**config.mk**
```make
export PLATFORM = sky130hd
export DESIGN_NAME = collision_detector
export DESIGN_NICKNAME = d
export VERILOG_FILES = /design/src/rtl/collision_detector.sv
export SDC_FILE = /design/constraint.sdc
export NUM_CORES = 1
export LEC_CHECK = 0
export BUFFER_PORTS_ARGS = -buffer_cell sky130_fd_sc_hd__buf_4
export CAP_MARGIN = 5
export CORE_MARGIN = 5
export CORE_UTILIZATION = 47
export DETAILED_ROUTE_END_ITERATION = 10
export PLACE_DENSITY = 0.76
export SKIP_CTS_REPAIR_TIMING = 1
export SLEW_MARGIN = 0
export SYNTH_ARGS = -nofsm -noshare
export SYNTH_HDL_FRONTEND = slang
export SYNTH_SLANG_ARGS = --single-unit
```
**constraint.sdc**
```tcl
create_clock -name pclk -period 5.5 [get_ports pclk]
set_input_delay 0.275 -clock pclk [delete_from_list [all_inputs] [get_ports pclk]]
set_output_delay 0.275 -clock pclk [all_outputs]
set_load 0.005 [all_outputs]
```
**src/rtl/collision_detector.sv**
```systemverilog
`default_nettype none
// ============================================================================
//  Module   : collision_detector
//  Brief    : Player/obstacle hit detection with lives, post-hit immunity
//             and cursor blink. Stage 1 registers a pixel overlap flag.
//             Stage 2 is the game FSM that consumes the flag.
//  Revision : 1.0  initial release
// ============================================================================
module collision_detector #(
  parameter int PLAYER_SIZE   = 10,
  parameter int HP_MAX        = 4,
  parameter int INVULN_CYCLES = 65000000,
  parameter int BLINK_CYCLES  = 4062500
) (
  input  logic        pclk,
  input  logic        rst,
  input  logic        game_on,
  input  logic [11:0] obstacle_x,
  input  logic [11:0] obstacle_y,
  input  logic [11:0] mouse_xpos,
  input  logic [11:0] mouse_ypos,
  output logic        hit,
  output logic [2:0]  hp,
  output logic        invuln,
  output logic        cursor_visible,
  output logic        game_over
);

  localparam int c_INV_W = (INVULN_CYCLES > 1) ? $clog2(INVULN_CYCLES) : 1;
  localparam int c_BLK_W = (BLINK_CYCLES  > 1) ? $clog2(BLINK_CYCLES)  : 1;

  localparam logic [c_INV_W-1:0] c_INV_LAST = c_INV_W'(INVULN_CYCLES - 1);
  localparam logic [c_INV_W-1:0] c_INV_ONE  = c_INV_W'(1);
  localparam logic [c_BLK_W-1:0] c_BLK_LAST = c_BLK_W'(BLINK_CYCLES - 1);
  localparam logic [c_BLK_W-1:0] c_BLK_ONE  = c_BLK_W'(1);
  localparam logic [2:0]         c_HP_MAX   = 3'(HP_MAX);
  localparam logic [12:0]        c_SPAN     = 13'(PLAYER_SIZE - 1);

  typedef enum logic [1:0] {
    IDLE   = 2'd0,
    ARMED  = 2'd1,
    INVULN = 2'd2,
    DEAD   = 2'd3
  } state_t;

  state_t             r_state;
  logic               r_match;
  logic [c_INV_W-1:0] r_inv_cnt;
  logic [c_BLK_W-1:0] r_blink_cnt;

  logic        w_pixel_valid;
  logic [12:0] w_x_hi;
  logic [12:0] w_y_hi;
  logic        w_overlap;

  // Hitbox upper bounds are one bit wider so a box near 4095 does not wrap to 0.
  assign w_pixel_valid = (obstacle_x != 12'd0) || (obstacle_y != 12'd0);
  assign w_x_hi        = {1'b0, mouse_xpos} + c_SPAN;
  assign w_y_hi        = {1'b0, mouse_ypos} + c_SPAN;
  assign w_overlap     = w_pixel_valid
                       && (obstacle_x >= mouse_xpos) && ({1'b0, obstacle_x} <= w_x_hi)
                       && (obstacle_y >= mouse_ypos) && ({1'b0, obstacle_y} <= w_y_hi);

  // Stage 1: register the overlap; held clear while the game is idle or stopping.
  always_ff @(posedge pclk or posedge rst) begin
    if (rst) begin
      r_match <= 1'b0;
    end else if ((r_state == IDLE) || !game_on) begin
      r_match <= 1'b0;
    end else begin
      r_match <= w_overlap;
    end
  end

  // Stage 2: game FSM with registered outputs; leaving the game wins over any hit.
  always_ff @(posedge pclk or posedge rst) begin
    if (rst) begin
      r_state        <= IDLE;
      r_inv_cnt      <= '0;
      r_blink_cnt    <= '0;
      hit            <= 1'b0;
      hp             <= c_HP_MAX;
      invuln         <= 1'b0;
      cursor_visible <= 1'b1;
      game_over      <= 1'b0;
    end else begin
      hit <= 1'b0;
      if (!game_on) begin
        r_state        <= IDLE;
        r_inv_cnt      <= '0;
        r_blink_cnt    <= '0;
        hp             <= c_HP_MAX;
        invuln         <= 1'b0;
        cursor_visible <= 1'b1;
        game_over      <= 1'b0;
      end else begin
        case (r_state)
          IDLE: begin
            hp             <= c_HP_MAX;
            invuln         <= 1'b0;
            cursor_visible <= 1'b1;
            game_over      <= 1'b0;
            r_state        <= ARMED;
          end
          ARMED: begin
            if (r_match && (hp != 3'd0)) begin
              hit <= 1'b1;
              hp  <= hp - 3'd1;
              if (hp == 3'd1) begin
                r_state        <= DEAD;
                game_over      <= 1'b1;
                invuln         <= 1'b0;
                cursor_visible <= 1'b1;
              end else begin
                r_state        <= INVULN;
                r_inv_cnt      <= '0;
                r_blink_cnt    <= '0;
                invuln         <= 1'b1;
                cursor_visible <= 1'b0;
              end
            end
          end
          INVULN: begin
            if (r_inv_cnt == c_INV_LAST) begin
              r_state        <= ARMED;
              r_inv_cnt      <= '0;
              r_blink_cnt    <= '0;
              invuln         <= 1'b0;
              cursor_visible <= 1'b1;
            end else begin
              r_inv_cnt <= r_inv_cnt + c_INV_ONE;
              if (r_blink_cnt == c_BLK_LAST) begin
                r_blink_cnt    <= '0;
                cursor_visible <= ~cursor_visible;
              end else begin
                r_blink_cnt <= r_blink_cnt + c_BLK_ONE;
              end
            end
          end
          DEAD: begin
            hp        <= 3'd0;
            game_over <= 1'b1;
          end
          default: r_state <= IDLE;
        endcase
      end
    end
  end

endmodule
`default_nettype wire

```
Word-level counts from Yosys, hierarchy flattened:

Cells that the tools add are included.

* add/sub/neg operators: 5
* magnitude comparators: 4
* equal/unequal tests: 14
* multiplexer cells: 38
* bitwise gates (word level): 1
* reduce and logical (&&, ||, !) cells: 17

Operator list (number)
* 2-to-1 mux 22 bit: 5
* 2-to-1 mux 26 bit: 4
* case mux 26 bit (2 select lines): 1
* case mux 22 bit (2 select lines): 1
* adder 12 x 4 -> 13 bit (second input constant): 2
* adder 26 x 1 -> 26 bit (second input constant): 1
* == test 26 bit (second input constant): 1
* <= comparator 12 x 13 -> 1 bit: 2
* >= comparator 12 bit: 2
* nonzero test 12 bit: 2
* adder 22 x 1 -> 22 bit (second input constant): 1
* == test 22 bit (second input constant): 1
* 2-to-1 mux 1 bit: 17
* inequality test 3 bit (second input constant): 4
* AND reduction 3 bit: 4
* case mux 1 bit (3 select lines): 3
* case mux 3 bit (3 select lines): 1
* inequality test 4 x 1 -> 1 bit (second input constant): 2
* 2-to-1 mux 2 bit: 3
* 2-to-1 mux 3 bit: 2
* case mux 2 bit (3 select lines): 1
* logical AND 1 bit: 5
* == test 2 bit (second input constant): 2
* inequality test 4 bit (second input constant): 1
* 10 further kinds: 11

* bits in registers: 58
* input port bits: 51
* output and inout bits: 7
* word-level logic and storage cells: 88

Longest topological paths before layout:

Gate-level depths: netlist of run 1.

* depth in word-level cells: 7
* mapped depth: 13
* mapped depth without buffers: 13

Worst setup path after synthesis of run 1:

No wires, ideal clock.

* kind: input -> register
* from: input mouse_ypos[0]
* to: register r_match
* library setup time: 0.101 ns
* arrival: 2.225 ns
* required time: 5.399 ns
* setup slack: 3.174 ns
* stages on the path: 12
* cell sequence: inv_1 > nor3_1 > o21ai_0 > or3_1 > nor3_1 > xnor2_1 > ha_1 > nand3_1 > nor2_1 > a221oi_1 > a21oi_1 > nor4_1

* cells in the longest elaborated chain, start to end: 4
* elaborated cells on any way between the ends: 6
* those cells by class: 1 x add/sub; 2 x order compare; 1 x mux; 2 x reduce/logical

Ends and longest elaborated chain
* start, declared: line 21 `input logic [11:0] mouse_ypos,`
* adder 12 x 4 -> 13 bit / >= comparator 12 bit (equally long branches): line 59, 62
* <= comparator 12 x 13 -> 1 bit / logical AND 1 bit (equally long branches): line 62 `&& (obstacle_y >= mouse_ypos) && ({1'b0, obstacle_y} <= w_y_hi);`
* logical AND 1 bit *: line 62
* 2-to-1 mux 1 bit *: line 68 `end else if ((r_state == IDLE) || !game_on) begin`
* end signal, assigned: line 71 `r_match <= w_overlap;`
* end, declared: line 47 `logic r_match;`

Mark *: on every way between the ends. The rest lies on a longest branch, timed or not.
A chain may end at the register's enable or synchronous reset.

Final worst setup path of run 1:

* from: register r_state[1]
* to: register r_blink_cnt[7]

* cells in the longest elaborated chain, start to end: 3
* elaborated cells on any way between the ends: 8
* those cells by class: 5 x eq/ne; 2 x mux; 1 x reduce/logical

Ends and longest elaborated chain
* start, declared: line 46 `state_t r_state;`
* start signal, assigned: line 78 `r_state <= IDLE;`
* start signal, assigned: line 89 `r_state <= IDLE;`
* start signal, assigned: line 103 `r_state <= ARMED;`
* == test 2 bit / == test 2 x 1 -> 1 bit (equally long branches): line 97 `case (r_state)`
* inequality test 3 x 1 -> 1 bit (no line) (tied with other cells)
* AND reduction 3 bit (no line) / 2-to-1 mux 22 bit (equally long branches)
* end signal, assigned: line 136 `r_blink_cnt <= r_blink_cnt + c_BLK_ONE;`
* end, declared: line 49 `logic [c_BLK_W-1:0] r_blink_cnt;`

Parallel ways exist; a longest one is shown, timed or not.

==> results.md, run 1 <==
* Vias at 3852
* Unrepaired setup endpoints after global routing: no
* TNS Setup at 0 ps
* Total GRT Usage at 0.1834
* Metal2 WL at 4.767 mm
* Crit path max fanout at 18
* CTS tree: done
* Cell area after synthesis at 4546 um2
* Clock root buffer master: clkbuf_8
* Status: finished, final reports clean
* Non-filler cells, final at between 700 and 800
* Gr ovfl total at 0
* Max-cap violations at 0
* H-tree depth at 3
* Relative slew slack at 0.3600
* CP Depth at 7
* Kind of end point of the critical path: flip-flop
* Initial antenna violation count at 0
* Cells after Synth at 511
* CTS Buf Count at 9
* Crit share post-route at 0.5350
* Max Root-Sink Buffers at 2
* # diodes at 0
* Final layout net count at 682
* Synth Register Bits at 58
* DRC violations left at 0
* RR Endpoint: r_blink_cnt[7]
* Crit path max-delay family: simple AND/OR/NAND/NOR gates
* Crit path cell chain: inv_1 > ha_1 > and3b_1 > o21a_1 > nor2_1 > and2_1 > nor2_1
* Crit path buffers/inverters at 1
* Chip Width at roughly 110 um
* Setup ws final at 2557 ps
* Final Hold Viols at 0
* Top layer in use: met4
* Yosys warnings at 0
* Synth unique cells at 57
* First-pass GRT wire length at 17.54 mm
* Met3 wire len at 400 um
* Skew-Pair Late Insertion Delay at 340 ps
* DR pass1 iterations at 4
* Main synth FF type: dfrtp_1
* Final antenna-violating net count at 0
* DRT iter0 DRCs at roughly 170
* Crit path from: r_state[1]
* Skew final at around 11 ps
* Post-synthesis sequential area ratio at 0.3198
* VDD IR max at 0.1187 mV
* PwrDens at 244.1 nW/um2
* IO Port Bufs at 57
* Placer Congestion at 0.8695
* Async SR Flop Fraction at 1.000
* Arrival time at the worst endpoint at about 3100 ps
* Metal-1 WL at 4.565 mm
* Setup CP Type: flip-flop to flip-flop
* Pleak at 2.552 nW
* Starting Density at 0.4873
* WP data required at around 5700 ps
* Slew @ Worst Pin at 956.4 ps
* Final Slew Violations at 0
* Post-synth EDFFs at 0
* Die footprint at 11740 um2
* Worst-path clk slew at about 60 ps
* FF-to-FF Start: r_state[1]
* Vias/cell at 5.456
* P&R area growth vs syn at 16.21%
* Vias in the first global route at 3959
* Core area at roughly 9300 um2
* Chip height at 108.3 um
* Min Tclk post-route at 2943 ps
* TritonCTS Sinks at 58
* Max stage delay cell, worst path: nor2_1
* Worst hold path type: input port to asynchronous set/reset pin
* R2R depth at 7
* Avg WL per Cell at 14.04 um
* Synth Net Count at 621
* Detail Placement HPWL at a little under 8 mm
* Layout cells sized above 1 at 0.1473
* Final WL at 9.913 mm
* Tot Pwr at 1.289 mW
* R2R setup slack at about 2600 ps
* Placed cells at between 600 and 700
* Largest net degree at the start of global routing at 59
* Row count at 35
* Slowest stage delay, CP at 760 ps
* Setup violators final at 0
* Worst setup SP type: flip-flop
* I/O pin total at 58
* Post-place setup slack at 2606 ps
* Most used cell, CP: nor2_1
* CP endpoint: r_blink_cnt[7]
* Mean Syn Cell Area at 8.896 um2
* Fmax at 339.8 MHz
sequential cells by signal, summed over array words and instances, names as in the netlist:
name            cells
r_inv_cnt          26
invuln              1
hit                 1
hp                  3
cursor_visible      1
game_over           1
r_blink_cnt        22
r_state             2
r_match             1
worst reg2reg max path, delay by kind of cell, from the launching register on:
| family | cells | cell delay [ps] |
|---|---|---|
| compound gates | 1 | 280 |
| fa+ha+maj | 1 | 270 |
| buf+inv | 1 | 80 |
| flops | 1 | 390 |
| simple gates | 4 | 1780 |
cell type report:
| class | count | area (um2) |
|---|---|---|
| timing repair buffer | 58 | 435.4 |
| fill | 823 | 4045 |
| clock inverter | 3 | 40.04 |
| inverter | 37 | 138.9 |
| clock buffer | 13 | 148.9 |
| tap | 129 | 161.4 |
| multi-input combinational | 408 | 2904 |
| sequential | 58 | 1454 |
layout by cell type, fill, tap and decap left out, drive strengths merged, types with 2 or more instances in the layout:
cell     count
ha          59
nor2        59
buf         58
dfrtp       56
xor2        37
inv         37
nand2       33
nand3       32
nand4       26
xnor2       25
o21ai       19
and3        18
a21oi       17
clkbuf      13
nor4        10
a21o         9
nor3         8
nor2b        6
nand2b       5
and2         4
and4         4
o31ai        3
a31oi        3
o21a         2
or2          2
nor3b        2
o2bb2ai      2
a211oi       2
a2111oi      2
clkinv       2
dfstp        2
or4b         2
nor4b        2
synth_stat cells, drive strengths merged (6+ instances only):
cell | instances | area share
a21oi | 17 | 0.020
ha | 59 | 0.16
nor3 | 8 | 0.011
nor2 | 59 | 0.049
a21o | 9 | 0.015
nor2b | 6 | 0.0083
nand2 | 33 | 0.027
xor2 | 37 | 0.071
and3 | 18 | 0.025
xnor2 | 25 | 0.048
o21ai | 19 | 0.023
dfrtp | 56 | 0.31
buf | 6 | 0.0091
inv | 37 | 0.031
nand4 | 26 | 0.036
nand3 | 32 | 0.035
nor4 | 10 | 0.017
where the power goes:
part	switching, mW	internal, mW
clock network	0.159	0.221
logic	0.271	0.158
registers	0.0243	0.456
layer usage:
layer  up-vias  track usage
met5         -            0
met4         0      0.06583
met3        16      0.03284
met2        71       0.3095
met1      1832       0.2356
li1       1933            -
stage by stage:
step           hold WS, ps    util  instance area, um2
2_1_floorplan        411.0       -                4546
3_3_place_gp         476.0  0.5461                5094
3_5_place_dp         497.3  0.5461                5094
4_1_cts              157.7  0.5663                5283
5_1_grt              202.9  0.5663                5283
6_report             135.6  0.5663                5283
worst min-delay path by stage:
stage / start / end / slack, ps / depth (start not counted)
2_1_floorplan: game_on / r_state[0] / 410 / 2
3_3_place_gp: r_inv_cnt[1] / r_inv_cnt[1] / 480 / 2
3_5_place_dp: r_inv_cnt[1] / r_inv_cnt[1] / 500 / 2
4_1_cts: rst / r_inv_cnt[16] / 160 / 3
5_1_grt: rst / r_blink_cnt[13] / 200 / 3
6_report: rst / r_blink_cnt[13] / 140 / 3
logic make-up after synthesis:
logic type               after synthesis  share of synthesized area
adder cells (fa/ha/maj)               59                     0.1624
AO/OA/AOI/OAI                         69                     0.1027
multiplexers                           1                   0.002202
flip-flops                            58                     0.3198
buffers and inverters                 45                    0.04129
AND/OR/NAND/NOR                      217                     0.2521
XOR/XNOR                              62                     0.1195
(Power assumes the default switching activity.)
==> run 2: changes to the inputs <==
--- a/config.mk
+++ b/config.mk
@@ -5,12 +5,13 @@
 export SDC_FILE = /design/constraint.sdc
 export NUM_CORES = 1
 export LEC_CHECK = 0
+export ABC_AREA = 1
 export BUFFER_PORTS_ARGS = -buffer_cell sky130_fd_sc_hd__buf_4
 export CAP_MARGIN = 5
 export CORE_MARGIN = 5
 export CORE_UTILIZATION = 47
 export DETAILED_ROUTE_END_ITERATION = 10
-export PLACE_DENSITY = 0.76
+export PLACE_DENSITY = 0.75
 export SKIP_CTS_REPAIR_TIMING = 1
 export SLEW_MARGIN = 0
 export SYNTH_ARGS = -nofsm -noshare
==> constraint.sdc (replaced) <==
create_clock -name pclk -period 2.9 [get_ports pclk]
set_input_delay 0.145 -clock pclk [delete_from_list [all_inputs] [get_ports pclk]]
set_output_delay 0.145 -clock pclk [all_outputs]
set_load 0.005 [all_outputs]
==> results.md, run 2 <==
* Gr ovfl total at 0 (unchanged)
* Synth Register Bits at 58 (unchanged)
* PwrDens at 444.4 nW/um2 (+82%)
* Worst-path clk slew at 70 ps (about the same)
* Skew-Pair Late Insertion Delay at 350 ps (about the same)
* Met2 Track Usage GR at 0.3104 (+0.0009358)
* Placer Congestion at 0.8999 (+3.5%)
* Synth Area in Simple Gates at 0.3423 (+0.09020)
* Die footprint at 13140 um2 (+12%)
* Total GRT Usage at 0.1869 (+0.003448)
* DRT iter0 DRCs at 144 (-16%)
* Relative slew slack at 0.6033 (+0.2433)
* CTS tree: done
* Max-cap violations at 0 (unchanged)
* Placed cell area at 5697 um2 (+12%)
* Skew final at 7.214 ps (-4.135 ps)
* Most frequent cell after synthesis: nand2_1
* R2R depth at 10 (+3)
* GR Layer Usage met1 at 0.2439 (+0.008271)
* Vias at 4700 (+22%)
* Main synth FF type: dfrtp_1
* WP data required at 3130 ps (-2550 ps)
* Layout cells sized above 1 at 0.1464 (-0.0008807)
* Max stage delay cell, worst path: dfrtp_1
* P&R area growth vs syn at 14.27%
* Post-synthesis xor/xnor area fraction at 0.05106 (-0.06840)
* GR Util met3 at 0.02590 (-0.006937)
* Synth unique cells at 40 (-30%)
* Row count at 38 (+8.6%)
* Adder-Cell Fraction of Synth Area at 0.1434 (-0.01895)
* Starting Density at 0.4768 (-0.01051)
* # diodes at 0 (unchanged)
* Chip Width at 114.6 um (+5.8%)
* Crit share post-route at 0.7240 (+0.1890)
* Largest net degree at the start of global routing at 30 (-49%)
* H-tree depth at 3 (unchanged)
* Cell area after synthesis at 5146 um2 (+13%)
* Initial antenna violation count at 0 (unchanged)
* Area contributors post-synth: dfrtp_1 (27%), ha_1 (14%), nand2_1 (11%)
* Avg WL per Cell at 12.14 um (-14%)
* Yosys warnings at 0 (unchanged)
* IO Port Bufs at 57 (unchanged)
* Crit path buffers/inverters at 4 (+3)
* Hold Crit Depth at 3
* Commonest non-fill, non-tap cells in the layout: nand2_1 (156), nor2_1 (105), inv_1 (94), buf_4 (60), ha_1 (59)
* Final layout net count at 904 (+33%)
* Max reg flops at 26 (unchanged)
* Post-synthesis sequential area ratio at 0.2825 (-0.03733)
* Worst setup SP type: flip-flop
* Unrepaired setup endpoints after global routing: no
* TNS Setup at 0 ps (unchanged)
* VDD IR max at 0.2877 mV (+140%)
* Dominant cell type by area after synthesis: dfrtp_1
* Post-synth EDFFs at 0 (unchanged)
* Final WL at 11.40 mm (+15%)
* Mux share of post-synthesis cell area at 0 (-0.002202)
* DRC violations left at 0 (unchanged)
* Slowest stage delay, CP at 400 ps (-360 ps)
* I/O pin total at 58 (unchanged)
* Min Tclk post-route at 2100 ps (-843.0 ps)
* Final antenna-violating net count at 0 (unchanged)
* CP Depth at 10 (+3)
* Vias in the first global route at 4605 (+16%)
* Final Hold Viols at 0 (unchanged)
* Pleak at 2.878 nW (+13%)
* Fmax at 476.3 MHz (+40%)
* Slew @ Worst Pin at 594.2 ps (-362.2 ps)
* DR pass1 iterations at 4 (unchanged)
* Cells after Synth at 729 (+43%)
* Detail Placement HPWL at 9.466 mm (+22%)
* Kind of end point of the critical path: flip-flop
* Mean Syn Cell Area at 7.059 um2 (-21%)
* Async SR Flop Fraction at 1.000 (unchanged)
* CTS Buf Count at 9 (unchanged)
* Synth Net Count at 839 (+35%)
* Most used cell, CP: nand2_2
* Largest family of logic cells by synthesized area: simple AND/OR/NAND/NOR gates
* Core area at 10790 um2 (+16%)
* Util after Layout at 0.5449 (-0.02147)
* Status: finished, final reports clean
* Largest regs: r_inv_cnt x26, r_blink_cnt x22, hp x3
* TritonCTS Sinks at 58 (unchanged)
* Arrival time at the worst endpoint at 2320 ps (-800 ps)
* Crit path max-delay family: buffers and inverters
* Max Root-Sink Buffers at 2 (unchanged)
* Compound-cell area share of the yosys netlist at 0.09093 (-0.01174)
* Fin area at 5881 um2 (+11%)
* Chip height at 114.6 um (+5.8%)
* Most common cell after layout, fill and taps aside: nand2_1
* Crit path cell chain: inv_1 > ha_1 > nand2_2 > inv_2 > nand2_2 > nand2_2 > inv_2 > nand2_2 > inv_2 > nor2_1
* Vias/cell at 5.005 (-8.3%)
* Synth top area share at 0.2723 (-0.03598)
* Crit path max fanout at 20 (+2)
* First-pass GRT wire length at 20.10 mm (+15%)
* Worst hold path type: input port to flip-flop
* Setup violators final at 0 (unchanged)
* Clock root buffer master: clkbuf_8
* Synth cell count leaders: nand2_1 (156), nor2_1 (105), inv_1 (95)
* Most flops, register: r_inv_cnt
* Setup CP Type: flip-flop to flip-flop
* Grt peak-use layer: met2
* Final Slew Violations at 0 (unchanged)
-- run 2: stage by stage --
| step | instances | worst slack (ps) | power, mW | hold WS (ps) |
|---|---|---|---|---|
| 2_1_floorplan | 729 | 1064 | 1.737 | 288.8 |
| 3_3_place_gp | 922 | 771.5 | 1.948 | 255.4 |
| 3_5_place_dp | 922 | 712.2 | 1.968 | 256.8 |
| 4_1_cts | 938 | 813.9 | 2.644 | -121.5 |
| 5_1_grt | 939 | 602.7 | 2.808 | 129.2 |
| 6_report | 939 | 800.4 | 2.613 | 116.6 |
-- run 2: worst paths after layout --
| path | start | to | slack, ps |
|---|---|---|---|
| max in group asynchronous | rst | cursor_visible | 1780 |
| max reg2reg | r_state[1] | r_inv_cnt[23] | 800 |
| min in group asynchronous | rst | r_inv_cnt[25] | 430 |
| min reg2reg | r_inv_cnt[14] | r_inv_cnt[14] | 490 |
| min | game_on | r_blink_cnt[19] | 120 |
| max | r_state[1] | r_inv_cnt[23] | 800 |
-- run 2: kinds of logic after synthesis --
kind of cell,after synthesis
compound gates,88
xor+xnor,30
fa+ha+maj,59
buf+inv,110
flops,58
simple gates,384
-- run 2: final cells by class --
class	instances	area [um2]
Sequential cell	58	1454
Clock inverter	3	15.01
Timing Repair Buffer	61	460.4
Fill cell	1054	4912
Multi-Input combinational cell	561	3231
Clock buffer	13	158.9
Inverter	103	386.6
Tap cell	140	175.2
-- run 2: report_power, final --
group / internal (mW) / switching [mW]
clock network: 0.352 / 0.312
logic: 0.345 / 0.683
registers: 0.872 / 0.0477
total: 1.57 / 1.04
-- run 2: worst reg2reg max path, delay by kind of cell, from the launching register on --
kind | cells | cell delay (ps)
fa+ha+maj | 1 | 240
buf+inv | 4 | 680
simple gates | 5 | 650
flops | 1 | 400
-- run 2: metal layers --
| metal | part of all wire | vias up |
|---|---|---|
| met5 | 0 | - |
| met4 | 0.019 | 0 |
| met3 | 0.041 | 12 |
| met2 | 0.46 | 78 |
| met1 | 0.48 | 2107 |
| li1 | - | 2503 |
==> run 3: changes to the inputs <==
--- a/config.mk
+++ b/config.mk
@@ -5,13 +5,13 @@
 export SDC_FILE = /design/constraint.sdc
 export NUM_CORES = 1
 export LEC_CHECK = 0
-export ABC_AREA = 1
+export ABC_AREA = 0
 export BUFFER_PORTS_ARGS = -buffer_cell sky130_fd_sc_hd__buf_4
 export CAP_MARGIN = 5
 export CORE_MARGIN = 5
 export CORE_UTILIZATION = 47
 export DETAILED_ROUTE_END_ITERATION = 10
-export PLACE_DENSITY = 0.75
+export PLACE_DENSITY = 0.76
 export SKIP_CTS_REPAIR_TIMING = 1
 export SLEW_MARGIN = 0
 export SYNTH_ARGS = -nofsm -noshare
==> constraint.sdc (replaced) <==
create_clock -name pclk -period 2.11 [get_ports pclk]
set_input_delay 0.1055 -clock pclk [delete_from_list [all_inputs] [get_ports pclk]]
set_output_delay 0.1055 -clock pclk [all_outputs]
set_load 0.005 [all_outputs]
==> results.md, run 3 (synthesis results as in run 1) <==
* I/O pin total at 58 (unchanged)
* Setup ws final at 50.76 ps (-749.6 ps)
* Final antenna-violating net count at 0 (unchanged)
* Commonest non-fill, non-tap cells in the layout: buf_4 (105), nor2_1 (56), ha_1 (56), dfrtp_1 (56), xor2_1 (37)
* P&R area growth vs syn at 27.97%
* Worst-path clk slew at 70 ps (about the same)
* Placer Congestion at 0.9371 (+4.1%)
* CTS Buf Count at 9 (unchanged)
* PwrDens at 661.3 nW/um2 (+49%)
* Max reg flops at 26 (unchanged)
* WP data required at 2330 ps (-800 ps)
* DRT iter0 DRCs at 165 (+15%)
* Tot Pwr at 3.847 mW (+47%)
* Slew @ Worst Pin at 571.0 ps (-23.17 ps)
* Gr ovfl total at 0 (unchanged)
* Largest regs: r_inv_cnt x26, r_blink_cnt x22, hp x3
* Max-cap violations at 0 (unchanged)
* Unrepaired setup endpoints after global routing: yes
* H-tree depth at 3 (unchanged)
* Relative slew slack at 0.6188 (+0.01547)
* Largest net degree at the start of global routing at 28 (-6.7%)
* Clock root buffer master: clkbuf_8
* Crit share post-route at 0.9759 (+0.2519)
* Max Root-Sink Buffers at 2 (unchanged)
* Arrival time at the worst endpoint at 2280 ps (-40 ps)
* Non-filler cells, final at 757 (-19%)
* Final layout net count at 733 (-19%)
* CTS tree: done
* Avg WL per Cell at 14.36 um (+18%)
* R2R setup slack at 50 ps (-750 ps)
* Starting Density at 0.4873 (+0.01051)
* Kind of end point of the critical path: flip-flop
* Most common cell after layout, fill and taps aside: buf_4
* Total GRT Usage at 0.1940 (+0.007106)
* Crit path max fanout at 6 (-70%)
* DR pass1 iterations at 4 (unchanged)
* Final Hold Viols at 0 (unchanged)
* Core area at 9328 um2 (-14%)
* First-pass GRT wire length at 18.71 mm (-6.9%)
* Initial antenna violation count at 0 (unchanged)
* TritonCTS Sinks at 58 (unchanged)
* Worst setup SP type: flip-flop
* Placed cells at 736 (-20%)
* Die footprint at 11740 um2 (-11%)
* Chip height at 108.3 um (-5.5%)
* Skew-Pair Late Insertion Delay at 340 ps (about the same)
* Placed cell area at 5477 um2 (-3.9%)
* Layout cells sized above 1 at 0.2436 (+0.09720)
* VDD IR max at 0.3718 mV (+29%)
* Fin area at 5817 um2 (-1.1%)
* IO Port Bufs at 57 (unchanged)
* Pleak at 2.830 nW (-1.7%)
* Most flops, register: r_inv_cnt
* Post-place setup slack at -241.0 ps (-953.1 ps)
* Vias/cell at 5.474 (+9.4%)
* Setup CP Type: flip-flop to flip-flop
* Skew final at 8.693 ps (+1.478 ps)
* Row count at 35 (-7.9%)
* Status: finished, final reports clean
* Chip Width at 108.3 um (-5.5%)
* # diodes at 0 (unchanged)
* Fmax at 485.6 MHz (+2.0%)
* DRC violations left at 0 (unchanged)
* Final WL at 10.87 mm (-4.7%)
* Setup violators final at 0 (unchanged)
* Worst hold path type: input port to flip-flop
* Vias at 4144 (-12%)
* Min Tclk post-route at 2059 ps (-40.38 ps)
* Final Slew Violations at 0 (unchanged)
* Vias in the first global route at 4184 (-9.1%)
* Detail Placement HPWL at 8.394 mm (-11%)
## run 3: cell count changes in the layout (fill, tap and decap cells not counted), sizes merged, moves of 7 or more
| cell | change |
|---|---|
| buf | +48 |
| and3 | +16 |
| o21ai | -14 |
| nor3 | -21 |
| nand3 | -13 |
| xor2 | +13 |
| nand4 | +7 |
| xnor2 | +19 |
| a21o | +8 |
| inv | -66 |
| a21oi | -26 |
| nor2 | -54 |
| nand2 | -133 |
## run 3: per-layer routing
| metal | up-vias | global-route usage | share of wire | wire length [um] |
|---|---|---|---|---|
| li1 | 2036 | - | - | - |
| met1 | 1993 | 0.2450 | 0.43 | 4690 |
| met2 | 97 | 0.3361 | 0.51 | 5499 |
| met3 | 18 | 0.02746 | 0.044 | 478 |
| met4 | 0 | 0.07304 | 0.018 | 198 |
| met5 | - | 0 | 0 | 0 |
## run 3: worst paths after layout
kind / from / to / cells past startpoint
max: r_state[0] / r_inv_cnt[14] / 7
max in group asynchronous: rst / r_blink_cnt[4] / 4
min reg2reg: invuln / invuln / 2
min: game_on / r_state[0] / 3
min in group asynchronous: rst / r_inv_cnt[5] / 3
max reg2reg: r_state[0] / r_inv_cnt[14] / 7
## run 3: worst max-delay path: stages, from the launching register on
cell     delay [ps]
dfrtp_1         440
ha_4            200
and3b_1         200
o21a_2          210
or2_2           350
nor4_2          310
xnor2_1         160
nor2_1           70
## run 3: power breakdown
part | leakage (nW) | internal (mW) | total (mW) | switching, mW
sequential | 0.800 | 1.19 | 1.25 | 0.0584
clock | 0.0986 | 0.607 | 1.05 | 0.445
combinational | 1.93 | 0.700 | 1.55 | 0.847
## run 3: layout make-up
cell class | count | area, um2
well taps | 129 | 161.4
fillers | 774 | 3511
clock inverters | 4 | 50.05
multi-input cells | 408 | 3005
clock buffers | 12 | 155.1
flip-flops and latches | 58 | 1454
repair buffers | 109 | 849.6
inverters | 37 | 141.4
## run 3: per-stage QoR
step	TNS (ps)	utilization	hold WS, ps
final	0	0.6236	56.20
after global placement	-139.7	0.5871	212.0
after CTS	-166.4	0.6091	-153.4
after floorplan	0	-	241.5
after detailed placement	-241.0	0.5871	207.2
after global routing	-280.9	0.6236	91.88
